### src/rtl/i2s_pkg.sv
// ============================================================================
// Module   : i2s_pkg
// Desc     : Shared constants and FSM encoding for the I2S transmit path.
// Revision : 1.0 - initial release
// ============================================================================
`default_nettype none

package i2s_pkg;

    localparam int unsigned DATA_W_DEF = 24;
    localparam int unsigned SLOT_W_DEF = 32;

    localparam logic LRCK_LEFT  = 1'b0;
    localparam logic LRCK_RIGHT = 1'b1;

    typedef enum logic [0:0] {
        ST_IDLE = 1'b0,
        ST_RUN  = 1'b1
    } state_t;

endpackage

`default_nettype wire

### src/rtl/i2s_bck_gen.sv
// ============================================================================
// Module   : i2s_bck_gen
// Desc     : Bit-clock divider; registered BCK plus a strobe on each BCK fall.
// Revision : 1.0 - initial release
// ============================================================================
`default_nettype none

module i2s_bck_gen #(
    parameter int unsigned CLK_DIV = 2
) (
    input  logic clk,
    input  logic rst,
    input  logic i_run,
    output logic o_bck,
    output logic o_fall_tick
);

    localparam int unsigned DIV_W = (CLK_DIV > 1) ? $clog2(CLK_DIV) : 1;
    localparam logic [DIV_W-1:0] DIV_MAX = DIV_W'(CLK_DIV - 1);
    localparam logic [DIV_W-1:0] DIV_ONE = DIV_W'(1);

    logic [DIV_W-1:0] divcnt_q, divcnt_d;
    logic             bck_q, bck_d;
    logic             w_wrap;

    assign w_wrap = (divcnt_q == DIV_MAX);

    always_comb begin
        divcnt_d = divcnt_q;
        bck_d    = bck_q;
        if (!i_run) begin
            divcnt_d = '0;
            bck_d    = 1'b0;
        end else if (w_wrap) begin
            divcnt_d = '0;
            bck_d    = ~bck_q;
        end else begin
            divcnt_d = divcnt_q + DIV_ONE;
        end
    end

    always_ff @(posedge clk) begin
        if (rst) begin
            divcnt_q <= '0;
            bck_q    <= 1'b0;
        end else begin
            divcnt_q <= divcnt_d;
            bck_q    <= bck_d;
        end
    end

    assign o_bck       = bck_q;
    // Strobe is valid in the same cycle the register is about to go 1->0.
    assign o_fall_tick = i_run & w_wrap & bck_q;

endmodule

`default_nettype wire

### src/rtl/i2s_tx_master.sv
// ============================================================================
// Module   : i2s_tx_master
// Desc     : I2S master transmitter, 24-bit stereo, valid/ready sample input.
//            Optional macro I2S_TX_UNDERRUN_MUTE_EN: mute + sticky flag on underrun.
// Revision : 1.0 - initial release
// ============================================================================
`default_nettype none

module i2s_tx_master
    import i2s_pkg::*;
#(
    parameter int unsigned DATA_W  = DATA_W_DEF,
    parameter int unsigned SLOT_W  = SLOT_W_DEF,
    parameter int unsigned CLK_DIV = 2
) (
    input  logic              iSysClk,
    input  logic              iReset,
    input  logic              iEnable,
    input  logic [DATA_W-1:0] iDataL,
    input  logic [DATA_W-1:0] iDataR,
    input  logic              iValid,
    output logic              oReady,
    output logic              oBCK,
    output logic              oLRCK,
    output logic              oDataOut,
    output logic              oFrameStart,
    output logic              oUnderrun
);

    localparam int unsigned CNT_W = $clog2(SLOT_W);
    localparam logic [CNT_W-1:0] SLOT_MAX      = CNT_W'(SLOT_W - 1);
    localparam logic [CNT_W-1:0] LAST_DATA_POS = CNT_W'(DATA_W - 1);
    localparam logic [CNT_W-1:0] CNT_ONE       = CNT_W'(1);

    state_t            state_q, state_d;
    logic [CNT_W-1:0]  bitcnt_q, bitcnt_d;
    logic              lrck_q, lrck_d;
    logic              data_q, data_d;
    logic              frame_start_q, frame_start_d;
    logic              hold_full_q, hold_full_d;
    logic [DATA_W-1:0] hold_l_q, hold_l_d;
    logic [DATA_W-1:0] hold_r_q, hold_r_d;
    logic [DATA_W-1:0] shift_l_q, shift_l_d;
    logic [DATA_W-1:0] shift_r_q, shift_r_d;
`ifdef I2S_TX_UNDERRUN_MUTE_EN
    logic              underrun_q, underrun_d;
`else
    logic [DATA_W-1:0] last_l_q, last_l_d;
    logic [DATA_W-1:0] last_r_q, last_r_d;
`endif

    logic w_fall_tick;
    logic w_run;

    assign w_run = (state_q == ST_RUN);

    i2s_bck_gen #(
        .CLK_DIV     (CLK_DIV)
    ) u_bck_gen (
        .clk         (iSysClk),
        .rst         (iReset),
        .i_run       (w_run),
        .o_bck       (oBCK),
        .o_fall_tick (w_fall_tick)
    );

    always_comb begin
        state_d       = state_q;
        bitcnt_d      = bitcnt_q;
        lrck_d        = lrck_q;
        data_d        = data_q;
        frame_start_d = 1'b0;
        hold_full_d   = hold_full_q;
        hold_l_d      = hold_l_q;
        hold_r_d      = hold_r_q;
        shift_l_d     = shift_l_q;
        shift_r_d     = shift_r_q;
`ifdef I2S_TX_UNDERRUN_MUTE_EN
        underrun_d    = underrun_q;
`else
        last_l_d      = last_l_q;
        last_r_d      = last_r_q;
`endif

        // Acceptance only when empty, so it can never collide with a transfer.
        if (iValid && !hold_full_q) begin
            hold_full_d = 1'b1;
            hold_l_d    = iDataL;
            hold_r_d    = iDataR;
        end

        case (state_q)
            ST_IDLE: begin
                lrck_d = LRCK_RIGHT;
                data_d = 1'b0;
                if (iEnable) begin
                    state_d  = ST_RUN;
                    bitcnt_d = SLOT_MAX;
                end
            end
            ST_RUN: begin
                if (w_fall_tick) begin
                    if (bitcnt_q == SLOT_MAX) begin
                        data_d = 1'b0;
                        if (lrck_q == LRCK_LEFT) begin
                            lrck_d   = LRCK_RIGHT;
                            bitcnt_d = '0;
                        end else if (!iEnable) begin
                            state_d = ST_IDLE;
                        end else begin
                            frame_start_d = 1'b1;
                            lrck_d        = LRCK_LEFT;
                            bitcnt_d      = '0;
                            if (hold_full_q) begin
                                hold_full_d = 1'b0;
                                shift_l_d   = hold_l_q;
                                shift_r_d   = hold_r_q;
`ifndef I2S_TX_UNDERRUN_MUTE_EN
                                last_l_d    = hold_l_q;
                                last_r_d    = hold_r_q;
`endif
                            end else begin
`ifdef I2S_TX_UNDERRUN_MUTE_EN
                                shift_l_d  = '0;
                                shift_r_d  = '0;
                                underrun_d = 1'b1;
`else
                                shift_l_d  = last_l_q;
                                shift_r_d  = last_r_q;
`endif
                            end
                        end
                    end else begin
                        bitcnt_d = bitcnt_q + CNT_ONE;
                        // Positions 1..DATA_W carry the word, MSB first.
                        if (bitcnt_q <= LAST_DATA_POS) begin
                            if (lrck_q == LRCK_LEFT) begin
                                data_d    = shift_l_q[DATA_W-1];
                                shift_l_d = {shift_l_q[DATA_W-2:0], 1'b0};
                            end else begin
                                data_d    = shift_r_q[DATA_W-1];
                                shift_r_d = {shift_r_q[DATA_W-2:0], 1'b0};
                            end
                        end else begin
                            data_d = 1'b0;
                        end
                    end
                end
            end
            default: begin
                state_d = ST_IDLE;
            end
        endcase
    end

    always_ff @(posedge iSysClk) begin
        if (iReset) begin
            state_q       <= ST_IDLE;
            bitcnt_q      <= '0;
            lrck_q        <= LRCK_RIGHT;
            data_q        <= 1'b0;
            frame_start_q <= 1'b0;
            hold_full_q   <= 1'b0;
            hold_l_q      <= '0;
            hold_r_q      <= '0;
            shift_l_q     <= '0;
            shift_r_q     <= '0;
`ifdef I2S_TX_UNDERRUN_MUTE_EN
            underrun_q    <= 1'b0;
`else
            last_l_q      <= '0;
            last_r_q      <= '0;
`endif
        end else begin
            state_q       <= state_d;
            bitcnt_q      <= bitcnt_d;
            lrck_q        <= lrck_d;
            data_q        <= data_d;
            frame_start_q <= frame_start_d;
            hold_full_q   <= hold_full_d;
            hold_l_q      <= hold_l_d;
            hold_r_q      <= hold_r_d;
            shift_l_q     <= shift_l_d;
            shift_r_q     <= shift_r_d;
`ifdef I2S_TX_UNDERRUN_MUTE_EN
            underrun_q    <= underrun_d;
`else
            last_l_q      <= last_l_d;
            last_r_q      <= last_r_d;
`endif
        end
    end

    assign oReady      = ~hold_full_q;
    assign oLRCK       = lrck_q;
    assign oDataOut    = data_q;
    assign oFrameStart = frame_start_q;
`ifdef I2S_TX_UNDERRUN_MUTE_EN
    assign oUnderrun   = underrun_q;
`else
    assign oUnderrun   = 1'b0;
`endif

endmodule

`default_nettype wire

### config.mk
export PLATFORM = sky130hd
export DESIGN_NAME = i2s_tx_master
export DESIGN_NICKNAME = d
export VERILOG_FILES = /design/src/rtl/i2s_pkg.sv /design/src/rtl/i2s_bck_gen.sv /design/src/rtl/i2s_tx_master.sv
export SDC_FILE = /design/constraint.sdc
export NUM_CORES = 1
export LEC_CHECK = 0
export ABC_AREA = 1
export BUFFER_PORTS_ARGS = -buffer_cell sky130_fd_sc_hd__buf_2
export CAP_MARGIN = 30
export CORE_MARGIN = 2
export CORE_UTILIZATION = 37
export CTS_BUF_LIST = sky130_fd_sc_hd__clkbuf_4
export DETAILED_ROUTE_END_ITERATION = 16
export MAX_ROUTING_LAYER = met4
export PLACE_DENSITY_LB_ADDON = 0.05
export SLEW_MARGIN = 40
export SYNTH_ARGS = -nofsm -noshare
export SYNTH_HDL_FRONTEND = slang
export SYNTH_HIERARCHICAL = 1
export SYNTH_SLANG_ARGS = --single-unit
### constraint.sdc
create_clock -name iSysClk -period 2.3 [get_ports iSysClk]
set_clock_uncertainty 0.1 [all_clocks]
set_input_delay 0.345 -clock iSysClk [delete_from_list [all_inputs] [get_ports iSysClk]]
set_output_delay 0.345 -clock iSysClk [all_outputs]
set_load 0.02 [all_outputs]
==> impl_metrics.tcl, run 1 <==
set metrics [dict create \
    max_freq_mhz 476 \
    worstSetupPathType "flip-flop to flip-flop" \
    synth-seq-area-share_pct 44.0 \
    synth.cell_area_mm2 0.00710 \
    finalSetupTns_ns 0 \
    grt_pass1_vias 6480 \
    dp_hpwl_um 10800 \
    syn_area_per_cell_um2 6.63 \
    post_drt_wl_per_cell_um 12.9 \
    setup_viol 0 \
    hold_viol_final 0 \
    regArea_mm2 0.00312 \
    worstPathRequired_ns 2.68 \
    cts_buffers 17 \
    cpPeakStageDelay_ns 0.36 \
    rrSetupSlack_ns 0.20 \
    synthTopCellsByArea "dfxtp_1 44%, nand2_1 19%, nor2_1 10%, a21oi_1 5.8%, nand4_1 4.1%" \
    layout-drive-gt1-share_pct 11.3 \
    ir_drop_v 0.000345 \
    synth_top_area_share_pct 44.0 \
    grt_pass1_wl_um 30900 \
    hold_slack_ns 0.161 \
    cp_data_arrival_time_ns 2.48 \
    synthCells 1071 \
    min_period_ns 2.10 \
    pin_count 58 \
    crit_path_end_kind "flip-flop" \
    status "finished, final reports clean" \
    r2r_end "shift_r_q[21]$_SDFFE_PP0P_" \
    antenna_found_initial 1 \
    start_util_pct 37.8 \
    grt_max_degree 55 \
    timing.final.max_slew_violations 0 \
    ant_nets 0 \
    p_per_area_mw_per_mm2 619 \
    yosysUniqueCellTypes 26 \
    crit_start "bitcnt_q[0]$_SDFFE_PP0P_" \
    fin_crit_sh_pct 91.3 \
    h-tree-depth 4 \
    drc 0 \
    grt_setup_unrepaired "no" \
    grt.total_usage_pct 19.3 \
    area_growth_pct 19.0 \
    max_cap_viol_count 0 \
    cts_tree "built" \
    ctsRootBufferMaster "clkbuf_4" \
    cp_top_family "simple AND/OR/NAND/NOR gates" \
    totalWireLength_um 18100 \
    die_h_um 143 \
    p_leak_uw 0.00363 \
    insertion_delay_ns 0.55 \
    clk_pin_slew_ns 0.14 \
    r2r_start "bitcnt_q[0]$_SDFFE_PP0P_" \
    critPathLaunchType "flip-flop" \
    final_nets 1204 \
    yosysWarnings 6 \
    via_count 6643 \
    slowest_stage "dfxtp_1" \
    cp_num_buf_inv 2 \
    io_buffer_count 56 \
    tightest_slew_ns 0.647 \
    dr.pass1.iters 5 \
    viasPerCell 4.75 \
    synth_top_area_cell "dfxtp_1" \
    hold_class "input pin to flip-flop" \
    dieWidth_um 143 \
    grt.overflow.total 0 \
    maxSlewHeadroom_pct 56.9 \
    drtIter0Drc 301 \
    critPathMaxFanout 18 \
    die-area_mm2 0.0203 \
    syn-num-nets 1125 \
    core_mm2 0.0188 \
    rows 50 \
    max-clock-path-buffers 2 \
    n_fill_cell 1995 \
    crit_cells 11 \
    worstRegToRegCells 11 \
    cpMostUsedCell "nor2_1" \
    gp_congestion 0.775 \
    hold_depth 3 \
    ys_ff_latch 156 \
    cts.sinks 156 \
    crit_chain "ha_1 > nand2_1 > nor2_1 > ha_4 > buf_12 > a21oi_4 > nand2_1 > nor2_4 > buf_12 > nor2_1 > nor2_1" \
    multi_input_area_mm2 0.00338 \
    cp-endpoint "shift_r_q[21]$_SDFFE_PP0P_" \
]
cells by family after synthesis:
logic type	synth area share, %
DFF	44.0
and+or+nand+nor	34.2
adders and majority gates	0.352
AOI/OAI and AO/OA	12.7
other	0.0528
buffers and inverters	8.65
power by group:
| group | internal [uW] | switching, uW | leakage [uW] |
|---|---|---|---|
| logic | 202 | 306 | 0.00219 |
| registers | 2790 | 44.6 | 0.00127 |
| clock network | 909 | 989 | 0.000167 |
layout by cell type (no fill, tap or decap), drive strengths merged:
cell	n
a21boi	23
a21oi	83
buf	88
bufinv	4
clkbuf	21
clkinv	4
clkinvlp	3
conb	1
dfxtp	156
diode	2
dlygate4sd3	49
ha	2
inv	62
nand2	353
nand3	5
nand3b	1
nand4	47
nor2	201
o2111ai	1
o211a	1
o211ai	1
o21ai	57
how the worst min path moves through the flow:
stage,end,slack [ns],from
finish,oLRCK$_SDFFE_PP1P_,0.16,iReset
global route,oLRCK$_SDFFE_PP1P_,0.14,iReset
CTS,shift_r_q[5]$_SDFFE_PP0P_,0.12,iReset
detailed placement,u_bck_gen/divcnt_q$_SDFF_PP0_,0.34,u_bck_gen/divcnt_q$_SDFF_PP0_
global placement,u_bck_gen/divcnt_q$_SDFF_PP0_,0.33,u_bck_gen/divcnt_q$_SDFF_PP0_
floorplan,u_bck_gen/divcnt_q$_SDFF_PP0_,0.31,u_bck_gen/divcnt_q$_SDFF_PP0_
metal layers:
layer | GRT usage, % | routed length (um)
met5 | - | 0
met4 | 5.26 | 182
met3 | 3.23 | 387
met2 | 32.8 | 8520
met1 | 23.8 | 8990
layout make-up:
| cell class | count | share of cell area (%) |
|---|---|---|
| diodes | 2 | 0.0592 |
| clock buffers | 21 | 1.87 |
| well taps | 234 | 3.46 |
| flip-flops and latches | 156 | 37.0 |
| clock inverters | 11 | 2.00 |
| multi-input cells | 776 | 40.0 |
| repair buffers | 137 | 12.9 |
| inverters | 62 | 2.75 |
registers in the layout, summed over array words and instances (netlist names):
name                flops
shift_l_q              24
hold_r_q               24
last_r_q               24
hold_full_q             1
shift_r_q              24
oFrameStart             1
hold_l_q               24
last_l_q               24
u_bck_gen/o_bck         1
oLRCK                   1
bitcnt_q                5
oDataOut                1
state_q                 1
u_bck_gen/divcnt_q      1
worst reg2reg max path, stage by stage (launching register included):
cell and delay, ns:
dfxtp_1 0.36, ha_1 0.22, nand2_1 0.09, nor2_1 0.07
ha_4 0.19, buf_12 0.14, a21oi_4 0.18, nand2_1 0.11
nor2_4 0.23, buf_12 0.19, nor2_1 0.06, nor2_1 0.09
through the flow:
stage | power (uW) | utilization [%] | cells | instance area [um^2] | setup slack (ns)
6_report | 5230 | 45.0 | 1399 | 8450 | 0.199
3_5_place_dp | 3340 | 40.4 | 1312 | 7580 | 0.154
4_1_cts | 5320 | 44.7 | 1393 | 8390 | 0.118
5_1_grt | 5490 | 45.0 | 1399 | 8450 | 0.0259
3_3_place_gp | 3340 | 40.4 | 1312 | 7580 | 0.182
2_1_floorplan | 3180 | - | 1071 | 7100 | 0.367
cells in the mapped netlist, drive strengths merged:
| cell type | count |
|---|---|
| o211ai | 1 |
| nand3 | 5 |
| a21boi | 23 |
| nand4 | 47 |
| o2111ai | 1 |
| clkbuf | 33 |
| nand2 | 353 |
| inv | 62 |
| a21oi | 83 |
| conb | 1 |
| nor2 | 201 |
| o21ai | 57 |
| ha | 2 |
| buf | 44 |
| dfxtp | 156 |
| o211a | 1 |
| nand3b | 1 |
what timing repair did:
action	CTS	global route
resized for setup	0	1
hold buffers	49	0
hold endpoints to repair	49	0
endpoints found under the setup margin	0	25
buffers inserted	0	4
Power figures use the tool's default switching activity.
==> run 2, diff against run 1 <==
BUFFER_PORTS_ARGS = -buffer_cell sky130_fd_sc_hd__clkbuf_2   (was -buffer_cell sky130_fd_sc_hd__buf_2)
CELL_PAD_IN_SITES_DETAIL_PLACEMENT = 1   (was default)
CELL_PAD_IN_SITES_GLOBAL_PLACEMENT = 2   (was default)
CORE_UTILIZATION = 34   (was 37)
==> run 2 against run 1 <==
- critical path depth fell by 8
- cell count rose by 2.4%
- worst setup slack better by 0.0013 ns
- combinational power is 2% higher
- global-route usage up 0.71 points
- critical endpoint is now oReady
- largest power group unchanged
==> impl_metrics.tcl, run 2 (same netlist as run 1, synthesis figures left out) <==
set metrics [dict create \
    pin_count 58 \
    placed_area_mm2 0.00768 \
    antenna_found_initial 1 \
    worstSetupPathType "flip-flop to primary output" \
    tightest_slew_ns 0.684 \
    worstPathRequired_ns 1.86 \
    grt.total_usage_pct 20.0 \
    dr.pass1.iters 5 \
    totalWireLength_um 20200 \
    max-clock-path-buffers 2 \
    final_nets 1204 \
    ir_drop_v 0.000345 \
    crit_path_end_kind "primary output" \
    timing.final.max_slew_violations 0 \
    gp_congestion 0.755 \
    grt_pass1_wl_um 34600 \
    maxSlewHeadroom_pct 54.4 \
    finalSetupTns_ns 0 \
    start_util_pct 34.9 \
    dp_hpwl_um 12500 \
    grt_setup_unrepaired "no" \
    drc 0 \
    layout-drive-gt1-share_pct 11.1 \
    setup_viol 0 \
    p_per_area_mw_per_mm2 626 \
    cts_buffers 17 \
    status "finished, final reports clean" \
    fin_crit_sh_pct 91.3 \
    post_drt_wl_per_cell_um 14.1 \
    hold_viol_final 0 \
    grt_pass1_vias 7085 \
    pre_cts_ws_ns 0.151 \
    grt_max_degree 55 \
    dieWidth_um 149 \
    die-area_mm2 0.0221 \
    ctsRootBufferMaster "clkbuf_4" \
    critPathLaunchType "flip-flop" \
    max_freq_mhz 476 \
    setup_slack_ns 0.201 \
    critPathMaxFanout 32 \
    area_growth_pct 19.9 \
    final_cell_mix "352 x nand2_1, 198 x nor2_1, 155 x dfxtp_1" \
    io_buffer_count 56 \
    hold_class "input pin to flip-flop" \
    cts.sinks 156 \
    viasPerCell 4.79 \
    insertion_delay_ns 0.57 \
    clk_pin_slew_ns 0.13 \
    rows 52 \
    drtIter0Drc 235 \
    max_cap_viol_count 0 \
    cts_tree "built" \
    grt.overflow.total 0 \
    p_leak_uw 0.00364 \
    cp_data_arrival_time_ns 1.65 \
    core_mm2 0.0204 \
    h-tree-depth 4 \
    ant_nets 0 \
    via_count 6857 \
    fin_area_mm2 0.00851 \
    final_common_cell "nand2_1" \
    n_fill_cell 2662 \
    die_h_um 149 \
    min_period_ns 2.10 \
]
run 2: per-stage QoR:
stage                     cells  util, %  hold slack (ns)  total power, uW
after detailed placement   1352     37.7            0.352             3350
after floorplan            1071        -            0.313             3180
final                      1433     41.8            0.105             5330
after CTS                  1431     41.7           0.0834             5420
after global placement     1352     37.7            0.326             3350
after global routing       1433     41.8           0.0975             5590
run 2: metal layers:
metal | global-route usage, % | routed length (um)
met3 | 3.19 | 419
met2 | 34.9 | 9790
met4 | 5.52 | 276
met5 | - | 0
met1 | 24.1 | 9700
run 2: what timing repair did:
action	4_1_cts	5_1_grt
endpoints found under the hold margin	49	0
gates resized for setup	0	2
hold buffers	49	0
setup endpoints to repair	0	30
buffers inserted	0	0
run 2: final cells by class:
class	count	area, um^2	area share, %
Inverter	62	233	2.73
Clock inverter	12	196	2.31
Multi-Input combinational cell	776	3380	39.7
Antenna cell	2	5.00	0.0588
Clock buffer	18	135	1.59
Sequential cell	156	3120	36.7
Timing Repair Buffer	137	1100	12.9
Tap cell	270	338	3.97
run 2: worst paths after layout:
path / from / end / slack (ns) / cells past startpoint
max: hold_full_q$_SDFF_PP0_ / oReady / 0.20 / 3
min: iReset / oLRCK$_SDFFE_PP1P_ / 0.10 / 3
max reg2reg: bitcnt_q[0]$_SDFFE_PP0P_ / shift_l_q[1]$_SDFFE_PP0P_ / 0.22 / 11
min reg2reg: u_bck_gen/divcnt_q$_SDFF_PP0_ / u_bck_gen/divcnt_q$_SDFF_PP0_ / 0.37 / 1
run 2: where the power goes:
| group | switching (uW) | internal [uW] | leakage, uW | total (uW) |
|---|---|---|---|---|
| combinational | 316 | 202 | 0.00220 | 518 |
| clock | 1010 | 969 | 0.000172 | 1980 |
| sequential | 45.1 | 2790 | 0.00127 | 2830 |
run 2: worst max-delay path, cell delays in order, from the launching register on:
cell and delay [ns]:
dfxtp_2 0.35, inv_1 0.08, buf_4 0.40, clkbuf_2 0.25
==> run 3, diff against run 2 <==
CORE_UTILIZATION = 33   (was 34)
CTS_BUF_LIST = sky130_fd_sc_hd__clkbuf_8 sky130_fd_sc_hd__clkbuf_16   (was sky130_fd_sc_hd__clkbuf_4)
==> run 3 against run 2 <==
- flip-flop and latch count unchanged
- via count decreased by 1.7%
- routed wire length up 0.12%
- non-clock buffer count shrank 51
- power rose by 21%
- largest power group is now the clock network
- cell count down 3.2%
- largest cell class unchanged
==> impl_metrics.tcl, run 3 (same netlist as run 1, synthesis figures left out) <==
set metrics [dict create \
    status "finished, final reports clean" \
    hold_viol_final 0 \
    grt.total_usage_pct 19.6 \
    viasPerCell 4.86 \
    crit_start "bitcnt_q[0]$_SDFFE_PP0P_" \
    grt_pass1_wl_um 34300 \
    crit_path_end_kind "flip-flop" \
    max_cap_viol_count 0 \
    pwr-share-clk_pct 48.7 \
    grt_util_met1_pct 23.2 \
    dieWidth_um 151 \
    area_growth_pct 17.8 \
    ctsRootBufferMaster "clkbuf_16" \
    dr.pass1.iters 4 \
    seqPwrFrac_pct 44.1 \
    antenna_found_initial 0 \
    cts-resized-gates 0 \
    grt_setup_unrepaired "no" \
    final_nets 1153 \
    drtIter0Drc 205 \
    min_period_ns 2.09 \
    p_leak_uw 0.00359 \
    dp_hpwl_um 12200 \
    fin_crit_sh_pct 90.9 \
    gp_congestion 0.778 \
    die-area_mm2 0.0227 \
    final_cell_mix "352 x nand2_1, 197 x nor2_1, 155 x dfxtp_1" \
    totalWireLength_um 20200 \
    start_util_pct 33.7 \
    die_h_um 151 \
    h-tree-depth 4 \
    finalSetupTns_ns 0 \
    setup_viol 0 \
    critPathLaunchType "flip-flop" \
    clk_pin_slew_ns 0.07 \
    swShare_pct 24.1 \
    cpPeakStageDelay_ns 0.37 \
    cts.sinks 156 \
    post_drt_wl_per_cell_um 14.6 \
    cts_tree "built" \
    worstSetupPathType "flip-flop to flip-flop" \
    layout-drive-gt1-share_pct 11.7 \
    use_met2_pct 34.1 \
    cp_data_arrival_time_ns 2.31 \
    cts_setup_buffers 0 \
    top_usage_layer "met2" \
    antenna_cells 0 \
    max_freq_mhz 478 \
    insertion_delay_ns 0.43 \
    p_per_area_mw_per_mm2 768 \
    pin_count 58 \
    grt_pass1_vias 6933 \
    hold_slack_ns 0.0599 \
    cp-endpoint "shift_r_q[2]$_SDFFE_PP0P_" \
    grt_max_degree 55 \
    grt.overflow.total 0 \
    io_buffer_count 56 \
    timing.final.max_slew_violations 0 \
    core_mm2 0.0211 \
    worstRegToRegCells 10 \
    worstPathRequired_ns 2.52 \
    maxSlewHeadroom_pct 60.8 \
    final_common_cell "nand2_1" \
    tightest_slew_ns 0.588 \
    max-clock-path-buffers 2 \
    cts_buffers 17 \
    ant_nets 0 \
    combPwrFrac_pct 7.3 \
    crit_chain "ha_1 > nand2_1 > nor2_2 > ha_4 > inv_2 > nand3_2 > buf_4 > nand4_1 > nand2_1 > nor2_1" \
    drc 0 \
    rows 53 \
    slowest_stage "dfxtp_1" \
    r2r_start "bitcnt_q[0]$_SDFFE_PP0P_" \
    cpMostUsedCell "nand2_1" \
    via_count 6738 \
    hold_buffers 0 \
    p_switching_uw 1550 \
    p_int_uw 4870 \
    critPathMaxFanout 23 \
    r2r_end "shift_r_q[2]$_SDFFE_PP0P_" \
    ir_drop_v 0.000425 \
    hold_class "input pin to flip-flop" \
    rrSetupSlack_ns 0.21 \
    grtUsageMet3_pct 3.27 \
]
==> run 3: final cells by class <==
class | count | area [um^2]
inverter | 62 | 233
multi-input combinational | 776 | 3390
fill | 2692 | 12700
clock buffer | 17 | 425
timing repair buffer | 86 | 631
sequential | 156 | 3120
clock inverter | 15 | 221
tap | 275 | 344
==> run 3: power by group through the flow <==
stage | Clock, uW | Combinational, uW | Sequential, uW
floorplan | 0 | 296 | 2880
global placement | 0 | 478 | 2890
detailed placement | 0 | 483 | 2890
CTS | 3230 | 484 | 2830
global route | 3330 | 542 | 2840
finish | 3130 | 467 | 2830
==> run 3: per-layer routing <==
| metal | up-vias | wire length, um |
|---|---|---|
| met5 | - | 0 |
| met4 | 0 | 351 |
| met3 | 24 | 526 |
| met2 | 61 | 9970 |
| met1 | 3210 | 9360 |
| li1 | 3443 | - |
==> run 3: critical path: cells and delay by family (launching register included) <==
kind          cells  cell delay, ns
simple gates      6            0.66
flops             1            0.37
fa+ha+maj         2            0.45
buf+inv           2            0.41
==> run 3: worst min path at each step <==
stage	from	to	slack [ns]	cells after the start
after floorplan	u_bck_gen/divcnt_q$_SDFF_PP0_	u_bck_gen/divcnt_q$_SDFF_PP0_	0.31	1
after global placement	u_bck_gen/divcnt_q$_SDFF_PP0_	u_bck_gen/divcnt_q$_SDFF_PP0_	0.33	1
after detailed placement	u_bck_gen/divcnt_q$_SDFF_PP0_	u_bck_gen/divcnt_q$_SDFF_PP0_	0.34	1
after CTS	iDataR[7]	hold_r_q[7]$_SDFFE_PP0P_	0.05	3
after global routing	iDataR[1]	hold_r_q[1]$_SDFFE_PP0P_	0.07	3
final	iDataR[7]	hold_r_q[7]$_SDFFE_PP0P_	0.06	3
==> run 3: through the flow <==
stage / area [um^2] / util [%] / total power [uW] / worst slack [ns] / instances
after floorplan: 7100 / - / 3180 / 0.367 / 1071
after global placement: 7700 / 36.5 / 3370 / 0.240 / 1355
after detailed placement: 7700 / 36.5 / 3370 / 0.140 / 1355
after CTS: 8350 / 39.6 / 6540 / 0.135 / 1387
after global routing: 8360 / 39.7 / 6710 / 0.0150 / 1387
final: 8360 / 39.7 / 6420 / 0.210 / 1387
